## config.mk

```make
export PLATFORM = sky130hd
export DESIGN_NAME = sap1_arith_datapath
export DESIGN_NICKNAME = d
export VERILOG_FILES = /design/src/rtl/sap1_arith_datapath.sv
export SDC_FILE = /design/constraint.sdc
export NUM_CORES = 1
export LEC_CHECK = 0
export ABC_AREA = 0
export CAP_MARGIN = 20
export CORE_MARGIN = 3
export CORE_UTILIZATION = 36
export DETAILED_ROUTE_END_ITERATION = 10
export PLACE_DENSITY = 0.79
export SETUP_SLACK_MARGIN = 0.4
export SLEW_MARGIN = 30
export SYNTH_ARGS = -nofsm -noshare
export SYNTH_HDL_FRONTEND = slang
export SYNTH_SLANG_ARGS = --single-unit
export TNS_END_PERCENT = 100
```

## constraint.sdc

```tcl
create_clock -name CLK -period 3.5 [get_ports CLK]
set_clock_uncertainty 0.05 [all_clocks]
set_input_delay 0.525 -clock CLK [delete_from_list [all_inputs] [get_ports CLK]]
set_output_delay 0.525 -clock CLK [all_outputs]
set_load 0.01 [all_outputs]
```

## src/rtl/sap1_arith_datapath.sv

```systemverilog
// SAP-1 arithmetic slice: accumulator A, B register, add/subtract ALU and
// the bus-side mux that returns A or the ALU result toward the W-bus.
module sap1_arith_datapath #(
  parameter int unsigned WIDTH = 8
) (
  input  logic             CLK,
  input  logic             CLR,
  input  logic [WIDTH-1:0] wbus_in,
  input  logic             nLa,
  input  logic             Ea,
  input  logic             nLb,
  input  logic             Su,
  input  logic             Eu,
  output logic [WIDTH-1:0] a_value,
  output logic [WIDTH-1:0] b_value,
  output logic [WIDTH-1:0] alu_result,
  output logic             carry,
  output logic             zero,
  output logic [WIDTH-1:0] bus_out,
  output logic             bus_en,
  output logic             bus_conflict
);

  localparam int unsigned SUM_W = WIDTH + 1;

  logic [WIDTH-1:0] a_reg;
  logic [WIDTH-1:0] b_reg;
  logic [SUM_W-1:0] sum;
  logic [WIDTH-1:0] b_operand;

  // A and B registers; clear wins over any load strobe on the same edge.
  always_ff @(posedge CLK) begin
    if (CLR) begin
      a_reg <= '0;
      b_reg <= '0;
    end else begin
      if (!nLa) a_reg <= wbus_in;
      if (!nLb) b_reg <= wbus_in;
    end
  end

  // Subtract is A + ~B + 1, so carry=1 means no borrow.
  always_comb begin
    b_operand = Su ? ~b_reg : b_reg;
    sum       = SUM_W'(a_reg) + SUM_W'(b_operand) + SUM_W'(Su);
  end

  assign a_value      = a_reg;
  assign b_value      = b_reg;
  assign alu_result   = sum[WIDTH-1:0];
  assign carry        = sum[WIDTH];
  assign zero         = ~|sum[WIDTH-1:0];

  // Eu has priority when both enables are asserted.
  always_comb begin
    bus_out = '0;
    if (Eu)      bus_out = sum[WIDTH-1:0];
    else if (Ea) bus_out = a_reg;
  end

  assign bus_en       = Ea | Eu;
  assign bus_conflict = Ea & Eu;

endmodule

```

==> results by group <==
Routing
  • Initial DRC count: 70
  • DR WL/cell: 13.8 um
  • Antenna-violating nets left: 0
  • Drt drc: 0
  • Number of vias in the routed layout: 1359
  • Via density: 5.00
  • Total iterations of the first detailed-routing run: 5
  • WL final: 3.75 mm

Cells and area
  • Most frequent cells in the layout: 36 x clkdlybuf4s50_1, 28 x buf_4, 22 x nor2_1
  • Layout cell share with drive strength beyond 1: 29.8%
  • Multi-input gate area: 941 um^2
  • Most common cell after layout, fill and taps aside: clkdlybuf4s50_1
  • NumNets Final: 252
  • Number of inserted diodes: 0
  • P&R area growth vs syn: 73.0%
  • Fillers: 246
  • Util after Layout: 67.1%
  • Fin cells: 272
  • FF+latch area: 324 um^2

Yosys
  • Synth area leaders: dfxtp_1 26%, mux2i_1 15%, nor2_1 7.4%, ha_1 7.2%, xor2_1 5.8%
  • Yosys warning count: 0
  • Syn_area_per_cell: 8.09 um^2
  • Area of the mapped netlist: 1210 um^2
  • Synth Net Count: 173
  • Area share of the largest cell type after synthesis: 26.4%
  • Seq/Total Area, Yosys: 26.4%
  • Largest area contributor in the netlist: dfxtp_1
  • Post-synthesis cell type count: 36
  • Seq cells post-synth: 16
  • Syn Inst Count: 150

Worst setup path
  • Worst setup path end: zero
  • Worst Path Max Fanout: 5
  • Critical path origin: Su
  • Req. time, crit path: 2.92 ns
  • Critical path class: input port to primary output
  • Setup crit end kind: primary output
  • R2R Path End: a_value[0]$_SDFFE_PP0N_
  • Arr. time, crit path: 2.57 ns
  • Cell count of the worst reg-to-reg path: 2
  • FF-to-FF setup slack: 2.76 ns
  • CP Launch Type: input port
  • Worst r2r src: a_value[0]$_SDFFE_PP0N_

Clock network
  • Num CTS Buffers: 3
  • Worst-case clock buffer depth: 2
  • Worst-path clk slew: 0.09 ns
  • H-tree lvl count: 1
  • Clock Tree Root: clkbuf_4
  • Clock net sink count: 16
  • Worst-Skew Late Latency: 0.28 ns
  • CTS tree: done

Global route
  • Initial antenna violation count: 0
  • First-pass GRT wire length: 6.11 mm
  • Number of global-route vias before repair: 1376
  • Global route overflow: 0
  • Largest net degree at the start of global routing: 17
  • GRT Util Overall: 18.2%

Die
  • Area of the die: 4100 um^2
  • Io pins: 51
  • Core area: 3130 um^2
  • Initial Util: 38.8%
  • Die X-Extent: 64.1 um
  • Rows: 20
  • Die height: 64.1 um

Timing
  • Fmax: 0.318 GHz
  • Minimum clock period: 3.15 ns
  • Final hold vios: 0
  • RSZ-0062 raised after global routing: yes
  • Rel. slew slack: 63.3%
  • Slew Limit Fails: 0
  • Least-Margin Pin Slew: 0.548 ns
  • Finish-stage setup viols: 0
  • Crit share post-route: 89.9%

Placed design
  • Post-DP HPWL: 2.59 mm
  • Cells after DPL: 255
  • Placer congestion estimate: 0.758
  • Port Buffers: 50

Power
  • Leakage: 0.996 nW
  • PwrDens: 363 nW/um^2
  • Peak supply drop: 0.000304 V

Run status
  • Status: complete, no violations

Worst hold path
  • Worst Hold Class: flop to flop

Run
  • Max cap viols: 0
==> worst min-delay path by stage <==
stage          cells past startpoint                       to                    start  slack, ns
2_1_floorplan                      2  b_value[1]$_SDFFE_PP0N_  b_value[1]$_SDFFE_PP0N_       0.51
3_3_place_gp                       2  b_value[7]$_SDFFE_PP0N_  b_value[7]$_SDFFE_PP0N_       0.49
3_5_place_dp                       2  b_value[7]$_SDFFE_PP0N_  b_value[7]$_SDFFE_PP0N_       0.50
4_1_cts                            2  a_value[7]$_SDFFE_PP0N_  a_value[7]$_SDFFE_PP0N_       0.52
5_1_grt                            2  b_value[1]$_SDFFE_PP0N_  b_value[1]$_SDFFE_PP0N_       0.53
6_report                           2  b_value[1]$_SDFFE_PP0N_  b_value[1]$_SDFFE_PP0N_       0.49
==> cell families after synthesis <==
group | Yosys count | synth area share [%]
buf+inv | 16 | 5.26
flops | 16 | 26.4
mux | 19 | 16.0
xor+xnor | 11 | 7.94
simple gates | 60 | 24.7
fa+ha+maj | 8 | 8.87
compound gates | 20 | 10.8
==> through the flow <==
stage | instance area, um^2 | setup WS (ns) | setup TNS [ns] | hold slack (ns) | total power, mW
after floorplan | 1210 | 0.418 | 0 | 0.511 | 0.384
after global placement | 1880 | -0.391 | -2.17 | 0.492 | 0.580
after detailed placement | 1880 | -0.426 | -2.15 | 0.498 | 0.583
after CTS | 2050 | 0.261 | 0 | 0.518 | 0.733
after global routing | 2100 | 0.277 | 0 | 0.529 | 0.807
final | 2100 | 0.352 | 0 | 0.488 | 0.761
==> critical path, cell delays in order <==
cell and delay (ns):
buf_2 0.12, buf_6 0.13, xor2_1 0.14, ha_1 0.35, buf_6 0.15, buf_4 0.13
xnor2_1 0.14, or3_1 0.37, nor3_2 0.14, nor4b_4 0.22, buf_2 0.17
==> sequential cells by signal, indices dropped and copies added, names as in the netlist <==
| signal | cells |
|---|---|
| a_value | 8 |
| b_value | 8 |
==> synth_stat cells <==
master	n
nor4_1	1
nand4bb_1	1
a31oi_1	1
nand3_1	1
a21oi_1	4
nand2b_1	3
ha_1	7
o21ai_0	7
fa_1	1
or2_1	1
o311a_1	1
inv_1	8
nand4_1	1
a21o_1	3
mux2i_2	1
nor3_1	3
nor3b_1	1
xor2_1	8
and2_1	1
a211oi_1	1
nor4b_1	1
a21o_2	1
buf_4	1
nand2_1	15
or2_2	1
nand3b_1	2
or3_1	1
nor2_1	24
mux2i_1	18
clkbuf_1	7
nor3_2	2
dfxtp_1	16
nor4b_2	1
xnor2_1	3
o31a_1	1
o211ai_2	1
==> repair_timing <==
item,CTS,global route
hold buffers,0,0
pin swaps,15,10
endpoints found under the setup margin,16,11
resized for setup,40,22
endpoints found under the hold margin,0,0
cloned,0,0
setup buffers,12,1
==> final cells by class <==
class / count / share of cell area (%)
Clock buffer: 4 / 1.73
Timing Repair Buffer: 82 / 34.0
Sequential cell: 16 / 15.4
Multi-Input combinational cell: 118 / 44.8
Inverter: 8 / 1.43
Tap cell: 44 / 2.62
==> power by group <==
group | total (mW) | internal, mW | switching (mW)
Combinational | 0.436 | 0.238 | 0.199
Clock | 0.117 | 0.0632 | 0.0540
Sequential | 0.208 | 0.193 | 0.0142
==> routing by layer <==
| layer | routed length (um) | part of all wire [%] | vias up | track usage [%] |
|---|---|---|---|---|
| met5 | 0 | 0 | - | 0 |
| met4 | 81 | 2.2 | 0 | 6.47 |
| met3 | 148 | 4.0 | 11 | 1.41 |
| met2 | 1940 | 52 | 47 | 32.8 |
| met1 | 1580 | 42 | 633 | 22.5 |
| li1 | - | - | 668 | - |
(Power assumes the default switching activity.)
